--- src/rtl/mdu_issue_ctrl.sv ---
// Issue/sequencing controller between the ID/EX stage and the HI/LO multiply-divide unit.
// Optional build macro MDU_DIV0_TRAP_EN: DIV with a zero divisor is trapped (Err) instead of issued.
module mdu_issue_ctrl #(
  parameter int SETTLE_CYC = 1,
  parameter int TIMEOUT    = 64
) (
  input  logic        Clk,
  input  logic        Reset_n,
  input  logic        Op_Valid,
  output logic        Op_Ready,
  input  logic [2:0]  Op_Code,
  input  logic [31:0] Op_RS,
  input  logic [31:0] Op_RT,
  output logic        Rd_Valid,
  output logic [31:0] Rd_Data,
  output logic        Done,
  output logic        Err,
  output logic        MUL_Start,
  output logic [1:0]  MUL_SelMD,
  output logic        MUL_SelHL,
  output logic        MUL_Write,
  output logic [31:0] MUL_DA,
  output logic [31:0] MUL_DB,
  input  logic        MUL_Flag,
  input  logic [31:0] MUL_DC
);

  localparam logic [2:0] OP_MULT = 3'd0;
  localparam logic [2:0] OP_DIV  = 3'd1;
  localparam logic [2:0] OP_MFHI = 3'd2;
  localparam logic [2:0] OP_MFLO = 3'd3;
  localparam logic [2:0] OP_MTHI = 3'd4;
  localparam logic [2:0] OP_MTLO = 3'd5;

  // One counter serves both WAIT (timeout) and SETTLE; SETTLE_CYC <= 15 always fits in 4 bits.
  localparam int            CW          = (TIMEOUT > 15) ? $clog2(TIMEOUT + 1) : 4;
  localparam logic [CW-1:0] TIMEOUT_VAL = CW'(TIMEOUT);
  localparam logic [CW-1:0] SETTLE_LAST = CW'(SETTLE_CYC - 1);
  localparam logic [CW-1:0] CNT_MAX     = '1;

  typedef enum logic [2:0] {
    S_IDLE, S_ISSUE, S_WAIT, S_SETTLE, S_WRITE, S_READ, S_CAPTURE
  } state_t;

  state_t        state, state_nxt;
  logic [CW-1:0] cnt, cnt_nxt, cnt_inc;
  logic          accept, div_zero, timeout_hit;
  logic          start_nxt, write_nxt, done_nxt, err_nxt, rd_valid_nxt, selhl_nxt;
  logic [1:0]    selmd_nxt;
  logic [31:0]   da_nxt, db_nxt, rd_data_nxt;

  always_comb begin
    accept = Op_Valid & Op_Ready;
`ifdef MDU_DIV0_TRAP_EN
    div_zero = (Op_Code == OP_DIV) && (Op_RT == 32'd0);
`else
    div_zero = 1'b0;
`endif
    cnt_inc     = (cnt == CNT_MAX) ? cnt : cnt + CW'(1);
    timeout_hit = (TIMEOUT != 0) && (cnt_inc == TIMEOUT_VAL);

    // NOTE: every signal gets a default before the case, so no path can infer a latch.
    state_nxt    = state;
    cnt_nxt      = cnt;
    start_nxt    = 1'b0;
    write_nxt    = 1'b0;
    done_nxt     = 1'b0;
    err_nxt      = 1'b0;
    rd_valid_nxt = 1'b0;
    selmd_nxt    = MUL_SelMD;
    selhl_nxt    = MUL_SelHL;
    da_nxt       = MUL_DA;
    db_nxt       = MUL_DB;
    rd_data_nxt  = Rd_Data;

    // Outputs are registered from the next state, so each pulse lines up with the state it belongs to.
    case (state)
      S_IDLE: begin
        if (accept) begin
          case (Op_Code)
            OP_MULT, OP_DIV: begin
              if (div_zero) begin
                err_nxt = 1'b1;
              end else begin
                state_nxt = S_ISSUE;
                start_nxt = 1'b1;
                selmd_nxt = {1'b0, Op_Code[0]};
                da_nxt    = Op_RS;
                db_nxt    = Op_RT;
              end
            end
            OP_MFHI, OP_MFLO: begin
              state_nxt = S_READ;
              selhl_nxt = (Op_Code == OP_MFHI);
            end
            OP_MTHI, OP_MTLO: begin
              state_nxt = S_WRITE;
              write_nxt = 1'b1;
              selhl_nxt = (Op_Code == OP_MTHI);
              db_nxt    = Op_RS;
            end
            default: err_nxt = 1'b1;
          endcase
        end
      end
      // A flag left high by the previous op is only visible during ISSUE, which never samples it.
      S_ISSUE: begin
        state_nxt = S_WAIT;
        cnt_nxt   = '0;
      end
      S_WAIT: begin
        if (MUL_Flag) begin
          state_nxt = S_SETTLE;
          cnt_nxt   = '0;
        end else if (timeout_hit) begin
          state_nxt = S_IDLE;
          err_nxt   = 1'b1;
        end else begin
          cnt_nxt = cnt_inc;
        end
      end
      S_SETTLE: begin
        if (cnt == SETTLE_LAST) begin
          state_nxt = S_IDLE;
          done_nxt  = 1'b1;
        end else begin
          cnt_nxt = cnt_inc;
        end
      end
      S_WRITE: begin
        state_nxt = S_IDLE;
        done_nxt  = 1'b1;
      end
      S_READ:  state_nxt = S_CAPTURE;
      S_CAPTURE: begin
        state_nxt    = S_IDLE;
        rd_valid_nxt = 1'b1;
        rd_data_nxt  = MUL_DC;
      end
      default: state_nxt = S_IDLE;
    endcase
  end

  // NOTE: state and outputs update with non-blocking assignments so every register samples pre-edge values.
  always_ff @(posedge Clk) begin
    if (!Reset_n) begin
      state     <= S_IDLE;
      cnt       <= '0;
      Op_Ready  <= 1'b1;
      MUL_Start <= 1'b0;
      MUL_Write <= 1'b0;
      Done      <= 1'b0;
      Err       <= 1'b0;
      Rd_Valid  <= 1'b0;
      MUL_SelMD <= 2'b00;
      MUL_SelHL <= 1'b0;
      MUL_DA    <= '0;
      MUL_DB    <= '0;
      Rd_Data   <= '0;
    end else begin
      state     <= state_nxt;
      cnt       <= cnt_nxt;
      Op_Ready  <= (state_nxt == S_IDLE);
      MUL_Start <= start_nxt;
      MUL_Write <= write_nxt;
      Done      <= done_nxt;
      Err       <= err_nxt;
      Rd_Valid  <= rd_valid_nxt;
      MUL_SelMD <= selmd_nxt;
      MUL_SelHL <= selhl_nxt;
      MUL_DA    <= da_nxt;
      MUL_DB    <= db_nxt;
      Rd_Data   <= rd_data_nxt;
    end
  end

endmodule

--- config.mk ---
export PLATFORM = sky130hd
export DESIGN_NAME = mdu_issue_ctrl
export DESIGN_NICKNAME = d
export VERILOG_FILES = /design/src/rtl/mdu_issue_ctrl.sv
export SDC_FILE = /design/constraint.sdc
export NUM_CORES = 1
export LEC_CHECK = 0
export ABC_AREA = 1
export ABC_CLOCK_PERIOD_IN_PS = 2100
export CAP_MARGIN = 0
export CORE_ASPECT_RATIO = 1.2
export CORE_MARGIN = 3
export CORE_UTILIZATION = 42
export DETAILED_ROUTE_END_ITERATION = 16
export PLACE_DENSITY = 0.81
export SKIP_LAST_GASP = 1
export SYNTH_ARGS = -nofsm -noshare
export SYNTH_HDL_FRONTEND = slang
export SYNTH_SLANG_ARGS = --single-unit
--- constraint.sdc ---
create_clock -name Clk -period 2.1 [get_ports Clk]
set_input_delay 0.315 -clock Clk [delete_from_list [all_inputs] [get_ports Clk]]
set_output_delay 0.315 -clock Clk [all_outputs]
set_load 0.05 [all_outputs]
==> Word level (Yosys, flattened, before mapping) <==
Index checks and enable logic that the tools add are counted.
{ "classes": {"add_sub_neg": 1, "n_eq_ne": 15, "muxes": 23, "bitwise": 1, "n_reduce_logical": 16} }
{ "ops": {"columns": ["operator", "n"], "rows": [
  ["one-hot mux 32 bit (2 select lines)", 1],
  ["two-way mux 7 bit", 4],
  ["one-hot mux 7 bit (3 select lines)", 1],
  ["== test 3 bit, second input constant", 5],
  ["one-hot mux 3 bit (5 select lines)", 1],
  ["AND reduction 3 bit", 5],
  ["== test 7 bit, second input constant", 2],
  ["== test 3 x 2 -> 1 bit, second input constant", 4],
  ["two-way mux 3 bit", 4],
  ["zero test 3 bit", 3],
  ["one-hot mux 3 bit (3 select lines)", 1],
  ["two-way mux 1 bit", 8],
  ["adder 7 x 1 -> 7 bit, second input constant", 1],
  ["zero test 7 bit", 1],
  ["== test 3 x 1 -> 1 bit, second input constant", 2],
  ["one-hot mux 1 bit (2 select lines)", 3],
  ["OR reduction 2 bit", 3],
  ["OR reduction 6 bit", 1],
  ["nonzero test 2 bit", 2],
  ["inequality test 3 bit, second input constant", 1],
  ["nonzero test 3 bit", 1],
  ["inequality test 2 bit, second input constant", 1],
  ["AND 1 bit", 1]
]} }
{ "totals": {"register_bits": 114, "inputBits": 103, "output_inout_bits": 105, "word_cells": 69} }

==> Depth between registers and ports, before layout <==
Gate-level depths: netlist (run 1).
{ "depth": {"word_depth": 7, "mapped_depth": 12, "ltp_nobuf": 12} }

==> Worst setup path before layout (run 1) <==
No wires, ideal clock.
{ "synth_path": {"kind": "reg2reg", "start": "register cnt[1]", "end": "register cnt[3]", "arrival_ps": 1488, "required_time_ps": 1972, "slack_ps": 484, "stages_incl_launch_ff": 13, "n_path_buf": 0, "cell_sequence": "dfxtp_1 > ha_1 > nand2_2 > nor2_2 > nand2_2 > nand2_2 > nand2_2 > nor2_4 > nand4_4 > nand2_4 > nand2_1 > nand2_1 > nor2_1"} }
{ "synth_via": {"elab_chain_cells": 5, "word_cells_on_any_way": 12, "cone_classes": "1 x add/sub; 4 x eq/ne; 5 x mux; 2 x reduce/logical"} }
{ "synth_lines": {"columns": ["item", "line_no", "rtl"], "rows": [
  ["start: declaration", "46", "logic [CW-1:0] cnt, cnt_nxt, cnt_inc;"],
  ["start signal: assignment", "162", "cnt <= cnt_nxt;"],
  ["adder 7 x 1 -> 7 bit or == test 7 bit (tied branches)", "59", "cnt_inc = (cnt == CNT_MAX) ? cnt : cnt + CW'(1);"],
  ["two-way mux 7 bit", "59", null],
  ["== test 7 bit or two-way mux 7 bit (tied branches)", "60, 115", null],
  ["inequality test 3 bit (no line) or two-way mux 7 bit (tied branches)", null, null],
  ["AND reduction 3 bit (no line) or one-hot mux 7 bit (3 select lines) (tied branches)", null, null]
]} }
Parallel ways exist; a longest one is shown, timed or not. The select of a mux whose other input is x is not followed.
A chain may end at the register's enable or synchronous reset.

==> Worst setup path in the final report (run 1) <==
{ "layout_path": {"start": "register cnt[1]", "end": "register cnt[4]"} }
The elaborated chain is that of the path after synthesis.

==> flow_summary.json, run 1 <==
{
  "cp_max_fo": 9,
  "viasPerCell": 5.02,
  "grt_max_degree": 72,
  "seq_area_frac_synth_pct": 48.2,
  "synthArstFlopShare_pct": 0,
  "clk_latency_ns": 0.41,
  "insertedDiodeCount": 0,
  "hp-class": "input port to flip-flop",
  "cp_data_arrival_time_ns": 2.20,
  "outcome": "finished, final reports clean",
  "worst_pin_slew_ns": 0.573,
  "numCtsBuffers": 17,
  "tns_ns": 0,
  "swShare_pct": 31.9,
  "layoutNonFillerInstCount": 962,
  "final_util_pct": 69.7,
  "grt_antenna_before_repair": 0,
  "clock_sinks": 114,
  "core_sq_mm": 0.0108,
  "synth_edf_count": 0,
  "synth_top_area_cell": "dfxtp_1",
  "ctsHoldBuffers": 0,
  "globalRouteTotalUtil_pct": 23.2,
  "ys_types": 29,
  "synth_most_common_cell": "dfxtp_1",
  "syn_inst": 628,
  "rsz0062_at_grt": "no",
  "syn2layout_area_growth_pct": 58.8,
  "combPwrFrac_pct": 26.4,
  "final-setup-viol-count": 0,
  "fmax_mhz": 520,
  "synth_common_cells": "dfxtp_1, nand2_1, nor2_1, o21ai_0, inv_1",
  "clock_path_buffers": 2,
  "gr-total-overflow": 0,
  "finalHoldViolCount": 0,
  "hold-worst-slack_ns": 0.427,
  "skew_ns": 0.00939,
  "p_per_area_mw_per_mm2": 983,
  "die_h_microns": 122,
  "dr_total_vias": 4829,
  "wl_per_cell_microns": 15.2,
  "synthesis.area_sq_mm": 0.00473,
  "p_clk_share_pct": 39.4,
  "gp_congestion": 0.903,
  "peakVddDrop_v": 0.000582,
  "syn_area_per_cell_sq_um": 7.53,
  "p_leak_nw": 3.00,
  "drive_above_1_share_pct": 8.76,
  "cp.required_ns": 2.38,
  "synth-seq-cells": 114,
  "placedCellCount": 931,
  "cap_violations": 0,
  "cts_max_level": 4,
  "post-route-min-period_ns": 1.92,
  "routed_wl_mm": 14.6,
  "die_area_sq_mm": 0.0126,
  "drc_errors": 0,
  "start_util_pct": 43.9,
  "rows": 41,
  "numPortBuffers": 206,
  "path_class": "flip-flop to flip-flop",
  "p_int_mw": 5.03,
  "grt_pass1_vias": 4805,
  "slew_violations": 0,
  "io_pins": 208,
  "drtIter0Drc": 217,
  "synthTopCellsByArea": "dfxtp_1, o21ai_0, nand2_1",
  "p_seq_share_pct": 34.2,
  "slew_headroom_pct": 61.7,
  "fin_nets": 931,
  "cts_setup_buffers": 0,
  "detail-route-antenna-nets": 0,
  "post-route-period-util_pct": 91.6,
  "synth-main-ff-cell": "dfxtp_1",
  "drt-pass1-iter-count": 4,
  "yosys_warnings": 0,
  "yosysTopAreaCellShare_pct": 48.2,
  "die_w_microns": 103,
  "switchingPower_mw": 2.35,
  "dp_hpwl_mm": 10.4,
  "clk_pin_slew_ns": 0.05,
  "cts_root_buf": "clkbuf_16",
  "cts_tree": "yes",
  "cts_resized": 0,
  "cp-start-kind": "flip-flop",
  "grt_pass1_wl_mm": 22.8,
  "synth_nets": 738,
  "end_kind": "flip-flop"
}
-- final cells by class --
class	instances	area [sq um]
clock buffer	21	470
multi-input combinational	415	2060
inverter	59	223
fill	867	3260
tap	129	161
timing repair buffer	214	2180
clock inverter	10	133
sequential	114	2280
-- power by group through the flow --
stage | logic, mW | registers [mW] | clock network, mW
2_1_floorplan | 0.652 | 3.12 | 0
3_3_place_gp | 1.90 | 2.55 | 0
3_5_place_dp | 1.94 | 2.56 | 0
4_1_cts | 1.96 | 2.52 | 2.96
5_1_grt | 2.09 | 2.55 | 3.05
6_report | 1.95 | 2.52 | 2.91
-- critical path, cell delays in order, from the launching register on --
cell     delay, ns
dfxtp_1       0.40
ha_1          0.30
nand2_2       0.09
nor2_2        0.12
nand2_2       0.10
nand2_2       0.08
nand2_2       0.08
nor2_4        0.11
nand4_4       0.19
nand2_4       0.15
nand2_1       0.07
nand2_1       0.06
nor2_1        0.04
-- through the flow --
stage	instance area, sq um	setup WS, ns	power [mW]
2_1_floorplan	4730	0.484	3.77
3_3_place_gp	6910	0.107	4.45
3_5_place_dp	6910	0.0248	4.50
4_1_cts	7510	0.172	7.44
5_1_grt	7510	0.0125	7.69
6_report	7510	0.176	7.39
-- worst paths after layout --
path / from / end / slack (ns) / cells past startpoint
setup / recovery: cnt[1] / cnt[4] / 0.18 / 12
hold / removal: Reset_n / Rd_Data[23] / 0.43 / 3
setup reg to reg: cnt[1] / cnt[4] / 0.18 / 12
hold reg to reg: Rd_Data[10] / Rd_Data[10] / 0.44 / 2
-- sequential cells by signal (all words and copies together), names as in the netlist --
| name | count |
|---|---|
| cnt | 7 |
| MUL_Write | 1 |
| MUL_SelHL | 1 |
| Rd_Valid | 1 |
| Rd_Data | 32 |
| MUL_Start | 1 |
| MUL_SelMD | 1 |
| Done | 1 |
| state | 3 |
| Op_Ready | 1 |
| Err | 1 |
| MUL_DB | 32 |
| MUL_DA | 32 |
-- cells by family (layout without fill, tap and decap cells) --
logic type | after synthesis | count (layout) | synth area share [%]
adder cells (fa/ha/maj) | 7 | 7 | 1.85
AO/OA/AOI/OAI | 177 | 177 | 19.7
buffers and inverters | 99 | 304 | 8.28
other | 1 | 1 | 0.0793
flip-flops | 114 | 114 | 48.2
AND/OR/NAND/NOR | 230 | 230 | 21.9
-- metal layers --
| layer | global-route usage [%] | wire length [microns] | vias to the layer above |
|---|---|---|---|
| met5 | 0 | 0 | - |
| met4 | 8.83 | 383 | 0 |
| met3 | 8.70 | 1150 | 28 |
| met2 | 41.6 | 7600 | 177 |
| met1 | 24.4 | 5510 | 2187 |
| li1 | - | - | 2437 |
-- cell usage in the layout, fill, tap and decap left out, types with 12 or more instances in the layout --
master	n
a21oi_1	42
a31oi_1	32
clkbuf_16	17
clkdlybuf4s50_1	205
dfxtp_1	114
inv_1	51
nand2_1	95
nand3_1	12
nor2_1	90
o21ai_0	88
o21ai_1	14
(Power assumes the default switching activity.)
==> inputs of run 2 (changes only) <==
CTS_CLUSTER_DIAMETER = 200   (was unset)
==> results of run 2 <==
Final layout, timing and power as in run 1 (identical DEF).
==> inputs of run 3 (changes only) <==
CORE_MARGIN = 8   (was 3)
==> run 3 against run 2 <==
  * Maximum frequency shrank 0.31%
  * Count of clock-buffer cells in the layout grew 1
  * Global-route usage shrank 1.8 points
  * Clock skew grew 0.0017 ns
  * Utilization shrank 1.3 points
  * Critical path type unchanged
  * Highest routed layer unchanged
==> flow_summary.json, run 3 (synthesis results as in run 1) <==
{
  "viasPerCell": 5.08,
  "cp-start-kind": "flip-flop",
  "final-setup-viol-count": 0,
  "detail-route-antenna-nets": 0,
  "insertedDiodeCount": 0,
  "skew_ns": 0.0111,
  "fin_nets": 934,
  "layout_common_cells": "clkdlybuf4s50_1, dfxtp_1, nand2_1",
  "start_util_pct": 42.9,
  "post-route-min-period_ns": 1.93,
  "die_w_microns": 113,
  "cts_tree": "yes",
  "post-route-period-util_pct": 91.9,
  "numPortBuffers": 206,
  "cp.required_ns": 2.39,
  "p_clk_share_pct": 40.5,
  "peakVddDrop_v": 0.000527,
  "reg2reg_from": "cnt[1]",
  "switchingPower_mw": 2.38,
  "slew_violations": 0,
  "rsz0062_at_grt": "no",
  "numCtsBuffers": 17,
  "outcome": "finished, final reports clean",
  "fillerInstances": 872,
  "clk_pin_slew_ns": 0.06,
  "grt_antenna_before_repair": 0,
  "drt-pass1-iter-count": 5,
  "drive_above_1_share_pct": 9.08,
  "drc_errors": 0,
  "clock_sinks": 114,
  "rows": 42,
  "dp_worst_setup_slack_ns": 0.0186,
  "die_area_sq_mm": 0.0149,
  "combPwrFrac_pct": 26.1,
  "min_from": "Reset_n",
  "cts_max_level": 4,
  "placedCellCount": 937,
  "cap_violations": 0,
  "dr_total_vias": 4921,
  "hp-class": "input port to flip-flop",
  "fmax_mhz": 518,
  "cp_max_fo": 9,
  "grt_max_degree": 66,
  "cp_data_arrival_time_ns": 2.22,
  "final_common_cell": "clkdlybuf4s50_1",
  "routed_wl_mm": 16.0,
  "setup_slack_ns": 0.170,
  "worst_pin_slew_ns": 0.595,
  "power_mw": 7.54,
  "grt_pass1_vias": 5081,
  "swShare_pct": 31.6,
  "grt_pass1_wl_mm": 25.8,
  "gp_congestion": 0.887,
  "hold_depth": 3,
  "layoutNonFillerInstCount": 969,
  "io_pins": 208,
  "path_class": "flip-flop to flip-flop",
  "p_seq_share_pct": 33.5,
  "gr-total-overflow": 0,
  "crit-reg2reg-capture": "cnt[3]",
  "p_leak_nw": 3.02,
  "end_kind": "flip-flop",
  "clock_path_buffers": 2,
  "core_sq_mm": 0.0110,
  "p_per_area_mw_per_mm2": 999,
  "die_h_microns": 132,
  "syn2layout_area_growth_pct": 59.6,
  "cts_root_buf": "clkbuf_16",
  "slew_headroom_pct": 60.2,
  "cts_setup_buffers": 0,
  "dp_hpwl_mm": 11.5,
  "r2r_setup_slack_ns": 0.17,
  "r2r_cells": 12,
  "cts_resized": 0,
  "wl_per_cell_microns": 16.5,
  "clk_latency_ns": 0.41,
  "top_regs": "MUL_DA (32), MUL_DB (32), Rd_Data (32)",
  "holdPathEnd": "cnt[6]",
  "ctsHoldBuffers": 0,
  "globalRouteTotalUtil_pct": 21.5,
  "tns_ns": 0,
  "finalHoldViolCount": 0,
  "p_int_mw": 5.16,
  "drtIter0Drc": 298
}
run 3: power groups by stage:
stage	clock, mW	combinational, mW	sequential (mW)
after CTS	3.10	1.97	2.52
after detailed placement	0	1.96	2.56
after global placement	0	1.92	2.55
after floorplan	0	0.652	3.12
final	3.05	1.97	2.52
after global routing	3.21	2.11	2.55
run 3: metrics by stage:
step                instance area (sq um)  utilization (%)  hold WS [ns]
finish                               7550             68.4         0.367
global route                         7550             68.4         0.404
CTS                                  7550             68.4         0.355
detailed placement                   6920             62.7         0.435
global placement                     6920             62.7         0.433
floorplan                            4730                -         0.450
run 3: worst max path at each step:
stage | depth (start not counted) | slack [ns] | start | end
2_1_floorplan | 12 | 0.48 | cnt[1] | cnt[3]
3_3_place_gp | 8 | 0.14 | Op_Code[2] | MUL_DB[16]
3_5_place_dp | 8 | 0.02 | Op_Code[2] | MUL_DB[2]
4_1_cts | 1 | 0.17 | Rd_Data[19] | Rd_Data[19]
5_1_grt | 12 | 0.02 | cnt[1] | cnt[1]
6_report | 12 | 0.17 | cnt[1] | cnt[3]
run 3: routing by layer:
| layer | GRT usage [%] | vias up | part of all wire [%] |
|---|---|---|---|
| li1 | - | 2439 | - |
| met1 | 22.1 | 2240 | 38 |
| met2 | 37.5 | 205 | 51 |
| met3 | 8.34 | 37 | 8.4 |
| met5 | 0 | - | 0 |
| met4 | 9.94 | 0 | 2.8 |
run 3: critical path, stage by stage, from the launching register on:
cell	delay, ns
dfxtp_1	0.41
ha_1	0.29
nand2_2	0.09
nor2_2	0.13
nand2_2	0.11
nand2_2	0.09
nand2_2	0.08
nor2_4	0.10
nand4_4	0.20
nand2_4	0.16
nand2_1	0.06
nand2_1	0.05
nor2_1	0.04
run 3: area by class of cell:
type                            instances  area [sq um]  area share (%)
Clock buffer                           22           474            6.28
Clock inverter                         10           155            2.05
Inverter                               59           223            2.95
Multi-Input combinational cell        415          2060            27.3
Sequential cell                       114          2280            30.2
Tap cell                              132           165            2.19
Timing Repair Buffer                  217          2190            29.0
